**src/rtl/me_mem_loader.sv**
```systemverilog
// Host-side loader for the motion-estimation core: streams TB/SW pixels into memory, runs req/ack, returns result.
// Optional ME_LOADER_CHECKSUM_EN adds a load_sum output (mod-2^16 sum of accepted bytes per frame).
module me_mem_loader #(
    parameter int TB_LENGTH    = 16,
    parameter int SW_LENGTH    = 64,
    parameter int PE_OUT_WIDTH = 8,
    localparam int ADDR_TB     = $clog2(TB_LENGTH * TB_LENGTH),
    localparam int ADDR_SW     = $clog2(SW_LENGTH * SW_LENGTH),
    localparam int SAD_WIDTH   = ADDR_TB + PE_OUT_WIDTH,
    localparam int CNT_WIDTH   = $clog2((SW_LENGTH - TB_LENGTH + 1) * (SW_LENGTH - TB_LENGTH + 1))
) (
    input  logic                 clk,
    input  logic                 rst,
    input  logic [7:0]           in_data,
    input  logic                 in_valid,
    output logic                 in_ready,
    output logic                 load_active,
    output logic                 wren_tb,
    output logic [ADDR_TB-1:0]   addr_tb,
    output logic [7:0]           data_tb,
    output logic                 wren_sw,
    output logic [ADDR_SW-1:0]   addr_sw,
    output logic [7:0]           data_sw,
    output logic                 req,
    input  logic                 ack,
    input  logic [SAD_WIDTH-1:0] min_sad,
    input  logic [CNT_WIDTH-1:0] min_mvec,
    output logic [SAD_WIDTH-1:0] res_sad,
    output logic [CNT_WIDTH-1:0] res_mvec,
    output logic                 res_valid,
    input  logic                 res_ready
`ifdef ME_LOADER_CHECKSUM_EN
    ,
    output logic [15:0]          load_sum
`endif
);

    localparam int LD_W = (ADDR_SW > ADDR_TB) ? ADDR_SW : ADDR_TB;
    localparam logic [LD_W-1:0] TB_LAST = LD_W'(TB_LENGTH * TB_LENGTH - 1);
    localparam logic [LD_W-1:0] SW_LAST = LD_W'(SW_LENGTH * SW_LENGTH - 1);

    typedef enum logic [2:0] {
        LOAD_TB,
        LOAD_SW,
        SETTLE,
        REQ,
        ACK_LOW,
        RESULT
    } state_t;

    state_t          state, state_n;
    logic [LD_W-1:0] cnt, cnt_n;
    logic            beat;
    logic            in_ready_n, load_active_n, req_n, res_valid_n;

    always_comb begin
        state_n = state;
        cnt_n   = cnt;
        beat    = in_valid && in_ready;
        case (state)
            LOAD_TB: if (beat) begin
                if (cnt == TB_LAST) begin
                    cnt_n   = '0;
                    state_n = LOAD_SW;
                end else begin
                    cnt_n = cnt + 1'b1;
                end
            end
            LOAD_SW: if (beat) begin
                if (cnt == SW_LAST) begin
                    cnt_n   = '0;
                    state_n = SETTLE;
                end else begin
                    cnt_n = cnt + 1'b1;
                end
            end
            SETTLE:  state_n = REQ;
            REQ:     if (ack) state_n = ACK_LOW;
            ACK_LOW: if (!ack) state_n = RESULT;
            RESULT:  if (res_ready) state_n = LOAD_TB;
            default: state_n = LOAD_TB;
        endcase
        // Handshake outputs are registered from the next state so they hold 0 throughout reset.
        in_ready_n    = (state_n == LOAD_TB) || (state_n == LOAD_SW);
        load_active_n = in_ready_n || (state_n == SETTLE);
        req_n         = (state_n == REQ);
        res_valid_n   = (state_n == RESULT);
    end

    always_ff @(posedge clk) begin
        if (rst) begin
            state       <= LOAD_TB;
            cnt         <= '0;
            in_ready    <= 1'b0;
            load_active <= 1'b0;
            req         <= 1'b0;
            res_valid   <= 1'b0;
            wren_tb     <= 1'b0;
            addr_tb     <= '0;
            data_tb     <= '0;
            wren_sw     <= 1'b0;
            addr_sw     <= '0;
            data_sw     <= '0;
            res_sad     <= '0;
            res_mvec    <= '0;
        end else begin
            state       <= state_n;
            cnt         <= cnt_n;
            in_ready    <= in_ready_n;
            load_active <= load_active_n;
            req         <= req_n;
            res_valid   <= res_valid_n;
            wren_tb     <= beat && (state == LOAD_TB);
            wren_sw     <= beat && (state == LOAD_SW);
            if (beat && state == LOAD_TB) begin
                addr_tb <= cnt[ADDR_TB-1:0];
                data_tb <= in_data;
            end
            if (beat && state == LOAD_SW) begin
                addr_sw <= cnt[ADDR_SW-1:0];
                data_sw <= in_data;
            end
            if (state == REQ && ack) begin
                res_sad  <= min_sad;
                res_mvec <= min_mvec;
            end
        end
    end

`ifdef ME_LOADER_CHECKSUM_EN
    always_ff @(posedge clk) begin
        if (rst || (state == RESULT && res_ready)) begin
            load_sum <= '0;
        end else if (beat) begin
            load_sum <= load_sum + 16'(in_data);
        end
    end
`endif

endmodule

```
**config.mk**
```make
export PLATFORM = sky130hd
export DESIGN_NAME = me_mem_loader
export DESIGN_NICKNAME = d
export VERILOG_FILES = /design/src/rtl/me_mem_loader.sv
export SDC_FILE = /design/constraint.sdc
export NUM_CORES = 1
export LEC_CHECK = 0
export ABC_AREA = 1
export CORE_ASPECT_RATIO = 1.5
export CORE_MARGIN = 2
export CORE_UTILIZATION = 43
export CTS_CLUSTER_SIZE = 10
export DETAILED_ROUTE_END_ITERATION = 6
export MAX_ROUTING_LAYER = met4
export PLACE_DENSITY = 0.81
export SLEW_MARGIN = 20
export SYNTH_ARGS = -nofsm -noshare
export SYNTH_HDL_FRONTEND = slang
export SYNTH_SLANG_ARGS = --single-unit
```
**constraint.sdc**
```tcl
create_clock -name clk -period 1.59 [get_ports clk]
set_clock_uncertainty 0.1 [all_clocks]
set_input_delay 0.318 -clock clk [delete_from_list [all_inputs] [get_ports clk]]
set_output_delay 0.318 -clock clk [all_outputs]
set_load 0.02 [all_outputs]
```
# [After elaboration in Yosys (flattened, before gate mapping)]
# Index checks and enable logic that the tools add are counted.
[totals] ff_bits=85 word_cells=51 out_inout_bits=70 input_bits=41
[op_classes] n_reduce_logical=10 addsub=1 n_mux=13 n_eq_ne=13
[ops] operator="12-bit two-way mux" count=4
[ops] operator="12-bit case mux with 2 select lines" count=1
[ops] operator="3-bit two-way mux" count=7
[ops] operator="3-bit case mux with 6 select lines" count=1
[ops] operator="12-bit by 1-bit adder with 12-bit output, second input constant" count=1
[ops] operator="12-bit equality test, second input constant" count=1
[ops] operator="12-bit by 8-bit equality test with 1-bit output, second input constant" count=1
[ops] operator="3-bit by 2-bit equality test with 1-bit output, second input constant" count=4
[ops] operator="3-bit equality test, second input constant" count=3
[ops] operator="3-bit by 1-bit equality test with 1-bit output, second input constant" count=2
[ops] operator="3-bit zero test" count=2
[ops] operator="1-bit logical AND" count=4
[ops] operator="2-bit inequality test, second input constant" count=2
[ops] operator="3-bit AND reduction" count=1
[ops] operator="1-bit logical OR" count=2
[ops] operator="2-bit nonzero test" count=1

# [Longest topological paths before layout]
# Gate-level depths: netlist of run 1.
[logic_depth] ltp_word=7 mapped_depth=9 ltp_nobuf=9

# [Worst setup path after synthesis of run 1]
# Ideal clock, no wire load.
[synth_timing] path_type="register to register" from="register in_ready" to="register cnt[8]" n_path_buf=0 required_ns=1.374 setup_slack_ns=0.195 arrival_time_ns=1.179 period_less_slack_ns=1.395 setup_time_ns=0.116 stages_incl_launch_ff=7 cell_sequence="dfxtp_1 > nand2_2 > nor2_8 > nand2_4 > nor2_1 > xor2_1 > nor2_1"
[synth_via] elab_chain_cells=3 elab_cells_between_ends=4 classes_between="eq/ne: 2; reduce/logical: 2"
[synth_lines] element="from (decl)" line_no="16" text="output logic in_ready,"
[synth_lines] element="from (signal assigned)" line_no="109" text="in_ready <= in_ready_n;"
[synth_lines] element="1-bit logical AND (*)" line_no="59" text="beat = in_valid && in_ready;"
[synth_lines] element="2-bit inequality test (no line)"
[synth_lines] element="3-bit AND reduction (no line) (*)"
[synth_lines] element="to (signal assigned)" line_no="108" text="cnt <= cnt_n;"
[synth_lines] element="to (decl)" line_no="52" text="logic [LD_W-1:0] cnt, cnt_n;"
# Every way passes the cells marked *; elsewhere a longest branch is shown, timed or not.
# A chain may end at the register's enable or synchronous reset.

# [Worst setup path in the final report of run 1]
[layout_timing] from="input port in_valid" to="register data_sw[5]"
[layout_via] elab_chain_cells=2
[layout_lines] element="from (decl)" line_no="15" text="input logic in_valid,"
[layout_lines] element="1-bit logical AND" line_no="59"
[layout_lines] element="1-bit logical AND" line_no="119" text="if (beat && state == LOAD_SW) begin"
[layout_lines] element="to (signal assigned)" line_no="121" text="data_sw <= in_data;"
[layout_lines] element="to (decl)" line_no="23" text="output logic [7:0] data_sw,"
# Every way passes these cells.

==> results of run 1 <==
sequential cells by signal, summed over array words and instances (netlist names):
register     count
res_sad         16
addr_sw         12
cnt             12
res_mvec        12
addr_tb          8
data_sw          8
data_tb          8
state            3
in_ready         1
load_active      1
req              1
res_valid        1
wren_sw          1
wren_tb          1
per-stage QoR:
stage | setup TNS (ps) | util, % | total power, mW | hold slack, ps | instances
finish | 0 | 63.97 | 4.269 | 379.0 | 640
global placement | -12250 | 61.37 | 2.548 | 361.8 | 621
CTS | 0 | 63.50 | 4.298 | 378.2 | 637
floorplan | 0 | - | 2.348 | 302.1 | 414
global route | 0 | 63.97 | 4.408 | 422.7 | 640
detailed placement | -15730 | 61.37 | 2.553 | 367.2 | 621
cell type report:
class,instances,area (µm²),share of cell area (%)
Multi-Input combinational cell,288,1325,28.48
Inverter,21,82.58,1.775
Timing Repair Buffer,130,1176,25.28
Sequential cell,85,1702,36.57
Tap cell,100,125.1,2.689
Clock buffer,12,165.2,3.549
Clock inverter,4,77.57,1.667
cells by family (layout without fill, tap and decap cells):
kind of cell / count (synthesis) / after routing / synth area share [%]
XOR/XNOR: 3 / 3 / 0.8141
AND/OR/NAND/NOR: 200 / 200 / 26.24
multiplexers: 1 / 1 / 0.3101
AO/OA/AOI/OAI: 83 / 83 / 13.06
flip-flops: 85 / 85 / 52.71
adder cells (fa/ha/maj): 1 / 1 / 0.3875
buffers and inverters: 41 / 167 / 6.472
worst max-delay path, cell delays in order:
cell and delay (ps):
sky130_fd_sc_hd__clkdlybuf4s50_1 520, sky130_fd_sc_hd__nand4_1 120, sky130_fd_sc_hd__nor2_2 90, sky130_fd_sc_hd__buf_4 150, sky130_fd_sc_hd__clkinvlp_4 120, sky130_fd_sc_hd__buf_4 180, sky130_fd_sc_hd__nor2_1 110, sky130_fd_sc_hd__nor2_1 60
final timing paths:
kind                            cells past startpoint                      end
worst max-delay path                                8  data_sw[5]$_SDFFE_PP0P_
worst min-delay path                                2  addr_sw[0]$_SDFFE_PP0P_
worst max register to register                      8  data_sw[5]$_SDFFE_PP0P_
worst min register to register                      2  addr_sw[0]$_SDFFE_PP0P_
power by group through the flow:
stage | combinational [mW] | sequential (mW) | clock (mW)
final | 0.304 | 2.18 | 1.78
after global routing | 0.327 | 2.18 | 1.90
after CTS | 0.306 | 2.18 | 1.81
after detailed placement | 0.324 | 2.23 | 0
after global placement | 0.318 | 2.23 | 0
after floorplan | 0.0844 | 2.26 | 0
repair_timing:
action / 4_1_cts / 5_1_grt
buffers inserted: 0 / 3
gates resized for setup: 70 / 4
setup endpoints to repair: 70 / 10
pin swaps: 0 / 1
routing by layer:
layer  up-vias  GRT usage (%)
met5         -              -
met4         0          10.33
met3        14          3.545
met2       101          38.56
met1      1451          22.66
li1       1567              -
layout by cell type (no fill, tap or decap), types with 2 or more instances in the layout:
cell type,n
sky130_fd_sc_hd__nand3_1,13
sky130_fd_sc_hd__clkbuf_8,12
sky130_fd_sc_hd__o21ai_1,6
sky130_fd_sc_hd__o21ai_0,58
sky130_fd_sc_hd__dfxtp_1,85
sky130_fd_sc_hd__inv_1,15
sky130_fd_sc_hd__inv_2,5
sky130_fd_sc_hd__nor2_2,4
sky130_fd_sc_hd__bufinv_16,2
sky130_fd_sc_hd__xor2_1,2
sky130_fd_sc_hd__dlygate4sd2_1,70
sky130_fd_sc_hd__a21oi_1,17
sky130_fd_sc_hd__nor2_1,133
sky130_fd_sc_hd__nor3_1,2
sky130_fd_sc_hd__nand4_1,4
sky130_fd_sc_hd__buf_4,19
sky130_fd_sc_hd__nand2_1,35
sky130_fd_sc_hd__clkdlybuf4s50_1,40
sky130_fd_sc_hd__nand2_4,4
==> results.sh, run 1 <==
export IMPL_dieHeight_um=110.1
export IMPL_flow_area_growth_from_synthesis_pct=44.15
export IMPL_floorplan_initialDensity_pct=44.38
export IMPL_place_gp_congestion=0.8509
export IMPL_number_of_global_route_vias_before_repair=2971
export IMPL_worstPathArrival_ps=1680
export IMPL_power_ir_vdd_worst_v=0.0008646
export IMPL_rsz0062_at_grt="no"
export IMPL_tritoncts="built"
export IMPL_pwr_density_cell_nw_per_um2=917.4
export IMPL_detail_route_met3_wl_um=466
export IMPL_cts_sinks=85
export IMPL_avgViaCountPerCell=4.895
export IMPL_final_hold_fails=0
export IMPL_cts_max_level=3
export IMPL_final_report_max_slew_violation_count=0
export IMPL_synthesis_yosys_warnings=0
export IMPL_timing_hold_worst_class="flip-flop to flip-flop"
export IMPL_remaining_drc_errors=0
export IMPL_critPathCaptureType="flip-flop"
export IMPL_dp_slack_ps=-270.2
export IMPL_setup_violations_final=0
export IMPL_std_cell_rows=38
export IMPL_maxUsedRoutingLayer="met4"
export IMPL_synth_most_common_cell="sky130_fd_sc_hd__nor2_1"
export IMPL_clock_latency_ps=360
export IMPL_ys_dominant_reg_cell="sky130_fd_sc_hd__dfxtp_1"
export IMPL_async_set_or_reset_flop_fraction_in_the_synthesized_netlist_pct=0
export IMPL_worst_hold_startpoint="addr_sw[0]$_SDFFE_PP0P_"
export IMPL_antenna_violating_nets_post_route=0
export IMPL_synthesis_nets=456
export IMPL_grt_antenna_before_repair=0
export IMPL_netSwitchingPower_uw=928.9
export IMPL_layout_setup_ws_ps=68.44
export IMPL_crit_path_max_fanout=8
export IMPL_netlist_area_leader_share_pct=52.71
export IMPL_final_period_utilization_pct=95.70
export IMPL_num_antenna_cells=0
export IMPL_overflow=0
export IMPL_run_status="completed"
export IMPL_maxClockFrequency_mhz=657.2
export IMPL_dieArea_um2=8231
export IMPL_power_share_combinational_pct=7.1
export IMPL_synth_seq_cells=85
export IMPL_io_pin_count=111
export IMPL_synth_top_cell_by_area="sky130_fd_sc_hd__dfxtp_1"
export IMPL_switching_share_pct=21.76
export IMPL_syn_inst=414
export IMPL_final_net_count=577
export IMPL_leakage_power_nw=2.303
export IMPL_met2RoutedLength_um=4398
export IMPL_grt_start_max_net_pins=65
export IMPL_route_final_wire_length_um=8324
export IMPL_worst_slew_pin_transition_ps=430.0
export IMPL_coreArea_um2=7274
export IMPL_max_slew_margin_rel_pct=71.29
export IMPL_worst_endpoint_required_ps=1750
export IMPL_power_clock_fraction_pct=41.8
export IMPL_final_layout_size_suffix_gt1_share_pct=10.37
export IMPL_postSynthAreaPerCell_um2=7.797
export IMPL_syn_cell_area_um2=3228
export IMPL_number_of_buffers_on_the_longest_clock_path=2
export IMPL_grt_use_total_pct=21.60
export IMPL_power_internal_mw=3.340
export IMPL_yosys_top_cells_area="sky130_fd_sc_hd__dfxtp_1 (53%), sky130_fd_sc_hd__nor2_1 (16%), sky130_fd_sc_hd__o21ai_0 (9.0%)"
export IMPL_global_route_wire_length_before_repair_um=13320
export IMPL_crit_reg2reg_launch="state[2]$_SDFF_PP0_"
export IMPL_worst_setup_path_startpoint="in_valid"
export IMPL_dr_total_vias=3133
export IMPL_reg2reg_slack_ps=110
export IMPL_criticalPathCategory="input port to flip-flop"
export IMPL_drt_pass1_iterations=4
export IMPL_clk_pin_slew_worst_paths_ps=80
export IMPL_hpwl_um=6085
export IMPL_seq_power_share_pct=51.1
export IMPL_cts_root_buf="sky130_fd_sc_hd__clkbuf_8"
export IMPL_synth_enable_flop_cells=0
export IMPL_filler_cell_count=642
export IMPL_m1_wl_um=3270
export IMPL_worst_setup_path_start_kind="input port"
export IMPL_ys_seq_area_share_pct=52.71
export IMPL_finalCriticalPeriod_ps=1522
export IMPL_maxCapViolations=0
export IMPL_die_width_um=74.75
export IMPL_routedWlPerCell_um=13.01
export IMPL_netlist_cell_type_count=31
export IMPL_drt_initial_drc_count=139
export IMPL_place_port_buffers=110
export IMPL_cts_inserted_buffers=9
export IMPL_ys_top_cells_by_count="sky130_fd_sc_hd__nor2_1 (134), sky130_fd_sc_hd__dfxtp_1 (85), sky130_fd_sc_hd__o21ai_0 (58)"
export IMPL_placed_area_um2=4464
export IMPL_holdBufCountCts=0
export IMPL_layout_cell_area_non_filler_um2=4653
Power figures use the tool's default switching activity.
==> run 2: changes to the inputs <==
- REMOVE_ABC_BUFFERS: default -> 1
==> run 2 against run 1 <==
Effect of this change: total power down 6.8%; sequential share of layout area up 0.29 points; core utilization down 0.46 points; first-iteration DRC count up 5.0%; count of clock-buffer cells in the layout down 1; critical path depth down 7; design area down 0.73%; clock power down 16%; global-route usage up 0.80 points; critical path type is now flip-flop to primary output.
==> results.sh, run 2 (same netlist as run 1, synthesis figures left out) <==
export IMPL_leakage_power_nw=2.274
export IMPL_rsz0062_at_grt="yes"
export IMPL_register_area_um2=1703
export IMPL_dp_slack_ps=-274.9
export IMPL_worst_slew_pin_transition_ps=460.1
export IMPL_reg2reg_slack_ps=170
export IMPL_grt_start_max_net_pins=41
export IMPL_route_final_wire_length_um=8384
export IMPL_clock_latency_ps=350
export IMPL_drt_initial_drc_count=146
export IMPL_crit_path_max_fanout=3
export IMPL_io_pin_count=111
export IMPL_power_ir_vdd_worst_v=0.0006338
export IMPL_most_frequent_cells_in_the_layout="sky130_fd_sc_hd__nor2_1 (133), sky130_fd_sc_hd__dfxtp_1 (84), sky130_fd_sc_hd__dlygate4sd2_1 (70), sky130_fd_sc_hd__o21ai_0 (58), sky130_fd_sc_hd__clkdlybuf4s50_1 (40)"
export IMPL_cts_root_buf="sky130_fd_sc_hd__clkbuf_8"
export IMPL_std_cell_rows=38
export IMPL_multi_input_area_um2=1335
export IMPL_crit_chain="dlygate4sd2_1"
export IMPL_timing_hold_worst_path_depth=2
export IMPL_cp_slowest_stage_delay_ps=380
export IMPL_cts_sinks=85
export IMPL_filler_cell_count=626
export IMPL_hpwl_um=6048
export IMPL_critical_path_slowest_cell="sky130_fd_sc_hd__dfxtp_1"
export IMPL_cp_buffers_inverters=1
export IMPL_floorplan_initialDensity_pct=44.38
export IMPL_worstPathArrival_ps=1080
export IMPL_final_net_count=574
export IMPL_grt_antenna_before_repair=0
export IMPL_worst_setup_path_endpoint="in_ready"
export IMPL_final_period_utilization_pct=94.38
export IMPL_die_width_um=74.75
export IMPL_final_report_max_slew_violation_count=0
export IMPL_avgViaCountPerCell=4.838
export IMPL_cp_num_cells=1
export IMPL_worst_path_dominant_cell_family="flip-flops"
export IMPL_power_total_mw=3.980
export IMPL_cts_inserted_buffers=9
export IMPL_holdBufCountCts=0
export IMPL_layout_setup_ws_ps=89.36
export IMPL_remaining_drc_errors=0
export IMPL_antenna_violating_nets_post_route=0
export IMPL_maxCapViolations=0
export IMPL_utilization_pct=63.50
export IMPL_criticalPathCategory="flip-flop to primary output"
export IMPL_place_port_buffers=110
export IMPL_worst_setup_path_startpoint="in_ready$_SDFF_PP0_"
export IMPL_number_of_flip_flops_in_the_largest_register=16
export IMPL_worst_endpoint_required_ps=1170
export IMPL_post_cts_setup_buffers=0
export IMPL_drt_pass1_iterations=4
export IMPL_top_register="res_sad"
export IMPL_critPathCaptureType="primary output"
export IMPL_finalCriticalPeriod_ps=1501
export IMPL_worst_setup_path_start_kind="flip-flop"
export IMPL_maxClockFrequency_mhz=666.4
export IMPL_rr_endpoint="cnt[0]$_SDFFE_PP0P_"
export IMPL_number_of_global_route_vias_before_repair=3039
export IMPL_final_layout_size_suffix_gt1_share_pct=9.738
export IMPL_dr_total_vias=3067
export IMPL_mostFrequentLayoutCell="sky130_fd_sc_hd__nor2_1"
export IMPL_setup_violations_final=0
export IMPL_clk_pin_slew_worst_paths_ps=80
export IMPL_max_slew_margin_rel_pct=69.28
export IMPL_num_antenna_cells=0
export IMPL_timing_hold_worst_class="flip-flop to flip-flop"
export IMPL_routedWlPerCell_um=13.22
export IMPL_dieHeight_um=110.1
export IMPL_r2r_worst_path_depth=8
export IMPL_place_gp_congestion=0.8449
export IMPL_tritoncts="built"
export IMPL_coreArea_um2=7274
export IMPL_run_status="completed"
export IMPL_hold_worst_slack_ps=369.3
export IMPL_crit_reg2reg_launch="cnt[1]$_SDFFE_PP0P_"
export IMPL_number_of_buffers_on_the_longest_clock_path=2
export IMPL_grt_use_total_pct=22.39
export IMPL_pwr_density_cell_nw_per_um2=861.7
export IMPL_final_hold_fails=0
export IMPL_overflow=0
export IMPL_cts_max_level=3
export IMPL_flow_area_growth_from_synthesis_pct=43.10
export IMPL_dieArea_um2=8231
export IMPL_global_route_wire_length_before_repair_um=13730
[run 2: changes by cell type in the layout (fill, tap and decap cells not counted), sizes merged]
cell,delta
clkinvlp,-1
buf,-3
bufinv,-1
clkbuf,-1
[run 2: how the worst min path moves through the flow]
stage / startpoint / endpoint
floorplan: rst / res_valid$_SDFF_PP0_
global placement: addr_sw[0]$_SDFFE_PP0P_ / addr_sw[0]$_SDFFE_PP0P_
detailed placement: addr_sw[0]$_SDFFE_PP0P_ / addr_sw[0]$_SDFFE_PP0P_
CTS: addr_sw[0]$_SDFFE_PP0P_ / addr_sw[0]$_SDFFE_PP0P_
global route: addr_sw[0]$_SDFFE_PP0P_ / addr_sw[0]$_SDFFE_PP0P_
finish: addr_sw[0]$_SDFFE_PP0P_ / addr_sw[0]$_SDFFE_PP0P_
[run 2: what timing repair did]
action	in CTS	in global routing
endpoints found under the setup margin	70	12
gates resized for setup	70	7
pin swaps	0	1
[run 2: where the power goes]
group          switching (mW)  leakage, nW  internal (mW)
logic                   0.149         1.49          0.163
clock network           0.708       0.0971          0.784
registers              0.0171        0.689           2.16
[run 2: layout make-up]
cell class	instances	area share (%)
inverter	21	1.706
tap	100	2.709
clock inverter	2	0.7584
clock buffer	11	3.277
sequential	85	36.86
timing repair buffer	127	25.79
multi-input combinational	288	28.90
[run 2: per-stage QoR]
stage | instance area, µm² | setup TNS, ps | instances
after floorplan | 3098 | -14510 | 394
after global placement | 4502 | -13220 | 621
after detailed placement | 4502 | -16340 | 621
after CTS | 4601 | 0 | 634
after global routing | 4619 | -24.06 | 634
final | 4619 | 0 | 634
[run 2: per-layer routing]
layer / global-route usage [%] / part of all wire (%) / routed length (µm)
met2: 38.43 / 53 / 4441
met5: - / 0 / 0
met1: 24.01 / 39 / 3308
met3: 6.273 / 5.0 / 420
met4: 9.056 / 2.5 / 212
==> run 3: changes to the inputs <==
- CTS_BUF_LIST: default -> sky130_fd_sc_hd__clkbuf_2
- SKIP_LAST_GASP: default -> 1
==> run 3 against run 2 <==
Effect of this change: global-route usage about the same; clock power down 33%; hold slack worse by 130 ps; wire length down 0.47%; largest power group unchanged; combinational power down 2%; sequential share of layout area up 3.7 points; flip-flop and latch count unchanged; count of clock-buffer cells in the layout down 2; critical path depth unchanged; critical path type unchanged; design area down 6.7%; highest routed layer unchanged.
==> results.sh, run 3 (same netlist as run 1, synthesis figures left out) <==
export IMPL_run_status="completed"
export IMPL_cts_sinks=85
export IMPL_layout_cell_area_non_filler_um2=4309
export IMPL_grt_start_max_net_pins=41
export IMPL_dieArea_um2=8231
export IMPL_max_slew_margin_rel_pct=68.84
export IMPL_most_frequent_cells_in_the_layout="sky130_fd_sc_hd__nor2_1 (133), sky130_fd_sc_hd__buf_2 (70), sky130_fd_sc_hd__o21ai_0 (58), sky130_fd_sc_hd__dfxtp_1 (47), sky130_fd_sc_hd__clkdlybuf4s50_1 (40)"
export IMPL_route_final_wire_length_um=8345
export IMPL_io_pin_count=111
export IMPL_worst_slew_pin_transition_ps=466.8
export IMPL_tritoncts="built"
export IMPL_remaining_drc_errors=0
export IMPL_setup_violations_final=0
export IMPL_top_usage_layer="met2"
export IMPL_clock_latency_ps=540
export IMPL_avgViaCountPerCell=4.866
export IMPL_final_layout_size_suffix_gt1_share_pct=29.53
export IMPL_maxClockFrequency_mhz=659.8
export IMPL_criticalPathCategory="flip-flop to primary output"
export IMPL_crit_path_max_fanout=2
export IMPL_drt_initial_drc_count=144
export IMPL_finalCriticalPeriod_ps=1516
export IMPL_utilization_pct=59.24
export IMPL_grt_use_total_pct=22.40
export IMPL_overflow=0
export IMPL_final_period_utilization_pct=95.32
export IMPL_cts_max_level=3
export IMPL_crit_chain="buf_2"
export IMPL_critical_path_slowest_cell="sky130_fd_sc_hd__dfxtp_1"
export IMPL_rsz0062_at_grt="yes"
export IMPL_critPathCaptureType="primary output"
export IMPL_std_cell_rows=38
export IMPL_final_report_max_slew_violation_count=0
export IMPL_cp_slowest_stage_delay_ps=390
export IMPL_number_of_flip_flops_in_the_largest_register=16
export IMPL_place_port_buffers=110
export IMPL_final_hold_fails=0
export IMPL_placed_area_um2=4502
export IMPL_power_ir_vdd_worst_v=0.0006204
export IMPL_worst_setup_path_start_kind="flip-flop"
export IMPL_global_route_usage_met1_pct=24.37
export IMPL_flow_area_growth_from_synthesis_pct=33.49
export IMPL_dr_total_vias=3095
export IMPL_cp_buffers_inverters=1
export IMPL_global_route_wire_length_before_repair_um=13690
export IMPL_top_register="res_sad"
export IMPL_place_gp_congestion=0.8449
export IMPL_cts_inserted_buffers=9
export IMPL_maxCapViolations=0
export IMPL_grt_antenna_before_repair=0
export IMPL_timing_hold_worst_class="input port to flip-flop"
export IMPL_final_net_count=575
export IMPL_floorplan_initialDensity_pct=44.38
export IMPL_routedWlPerCell_um=13.12
export IMPL_antenna_violating_nets_post_route=0
export IMPL_number_of_buffers_on_the_longest_clock_path=2
export IMPL_drt_pass1_iterations=5
export IMPL_cts_root_buf="sky130_fd_sc_hd__clkbuf_2"
export IMPL_worst_path_dominant_cell_family="flip-flops"
export IMPL_coreArea_um2=7274
export IMPL_clk_pin_slew_worst_paths_ps=200
export IMPL_number_of_global_route_vias_before_repair=3019
export IMPL_worstPathArrival_ps=1100
export IMPL_pwr_density_cell_nw_per_um2=811.4
export IMPL_hpwl_um=6048
export IMPL_grt_met2_usage_pct=38.31
export IMPL_leakage_power_nw=2.081
export IMPL_grt_util_met3_pct=4.727
export IMPL_mostFrequentLayoutCell="sky130_fd_sc_hd__nor2_1"
export IMPL_dieHeight_um=110.1
export IMPL_filler_cell_count=666
export IMPL_die_width_um=74.75
export IMPL_worst_endpoint_required_ps=1170
run 3: changes by cell type in the layout (fill, tap and decap cells not counted), sizes merged:
cell	delta
clkinv	+2
buf	+71
dlygate4sd2	-70
diode	+1
clkbuf	-2
run 3: area by class of cell:
| cell class | instances | area, µm² | share of cell area (%) |
|---|---|---|---|
| timing repair buffer | 128 | 935.9 | 21.72 |
| clock inverter | 4 | 42.54 | 0.9872 |
| clock buffer | 9 | 45.04 | 1.045 |
| tap | 100 | 125.1 | 2.904 |
| inverter | 21 | 78.83 | 1.829 |
| multi-input combinational | 288 | 1330 | 30.87 |
| sequential | 85 | 1749 | 40.59 |
| antenna | 1 | 2.502 | 0.05807 |
run 3: worst paths after layout:
path	start	end	slack (ps)	depth (start not counted)
max	addr_tb[0]$_SDFFE_PP0P_	addr_tb[0]	70	1
min	min_sad[11]	res_sad[11]$_SDFFE_PP0P_	240	3
max reg2reg	cnt[0]$_SDFFE_PP0P_	cnt[0]$_SDFFE_PP0P_	140	8
min reg2reg	addr_sw[0]$_SDFFE_PP0P_	addr_sw[0]$_SDFFE_PP0P_	390	2
run 3: metal layers:
| metal | vias up | share of wire [%] | routed length [µm] |
|---|---|---|---|
| met3 | 22 | 5.2 | 438 |
| met2 | 92 | 53 | 4443 |
| met1 | 1413 | 39 | 3217 |
| met5 | - | 0 | 0 |
| met4 | 0 | 2.9 | 245 |
| li1 | 1568 | - | - |
run 3: through the flow:
step                std cells  worst slack, ps  TNS, ps  power (mW)  hold WS (ps)
finish                    636            74.47        0       3.497         235.4
global route              635           -10.40   -10.40       3.630         214.0
CTS                       635           -21.24   -21.24       3.526         191.8
detailed placement        621           -274.9   -16340       2.558         367.7
global placement          621           -238.6   -13220       2.552         366.0
floorplan                 394           -352.8   -14510       2.337         287.1
run 3: repair_timing:
item,CTS,global route
pin swaps,0,1
setup buffers,1,0
hold buffers,0,0
resized for setup,307,16
setup endpoints to repair,70,19
run 3: power by group:
| part | switching (mW) | internal (mW) |
|---|---|---|
| clock network | 0.677 | 0.326 |
| logic | 0.150 | 0.157 |
| registers | 0.0166 | 2.17 |
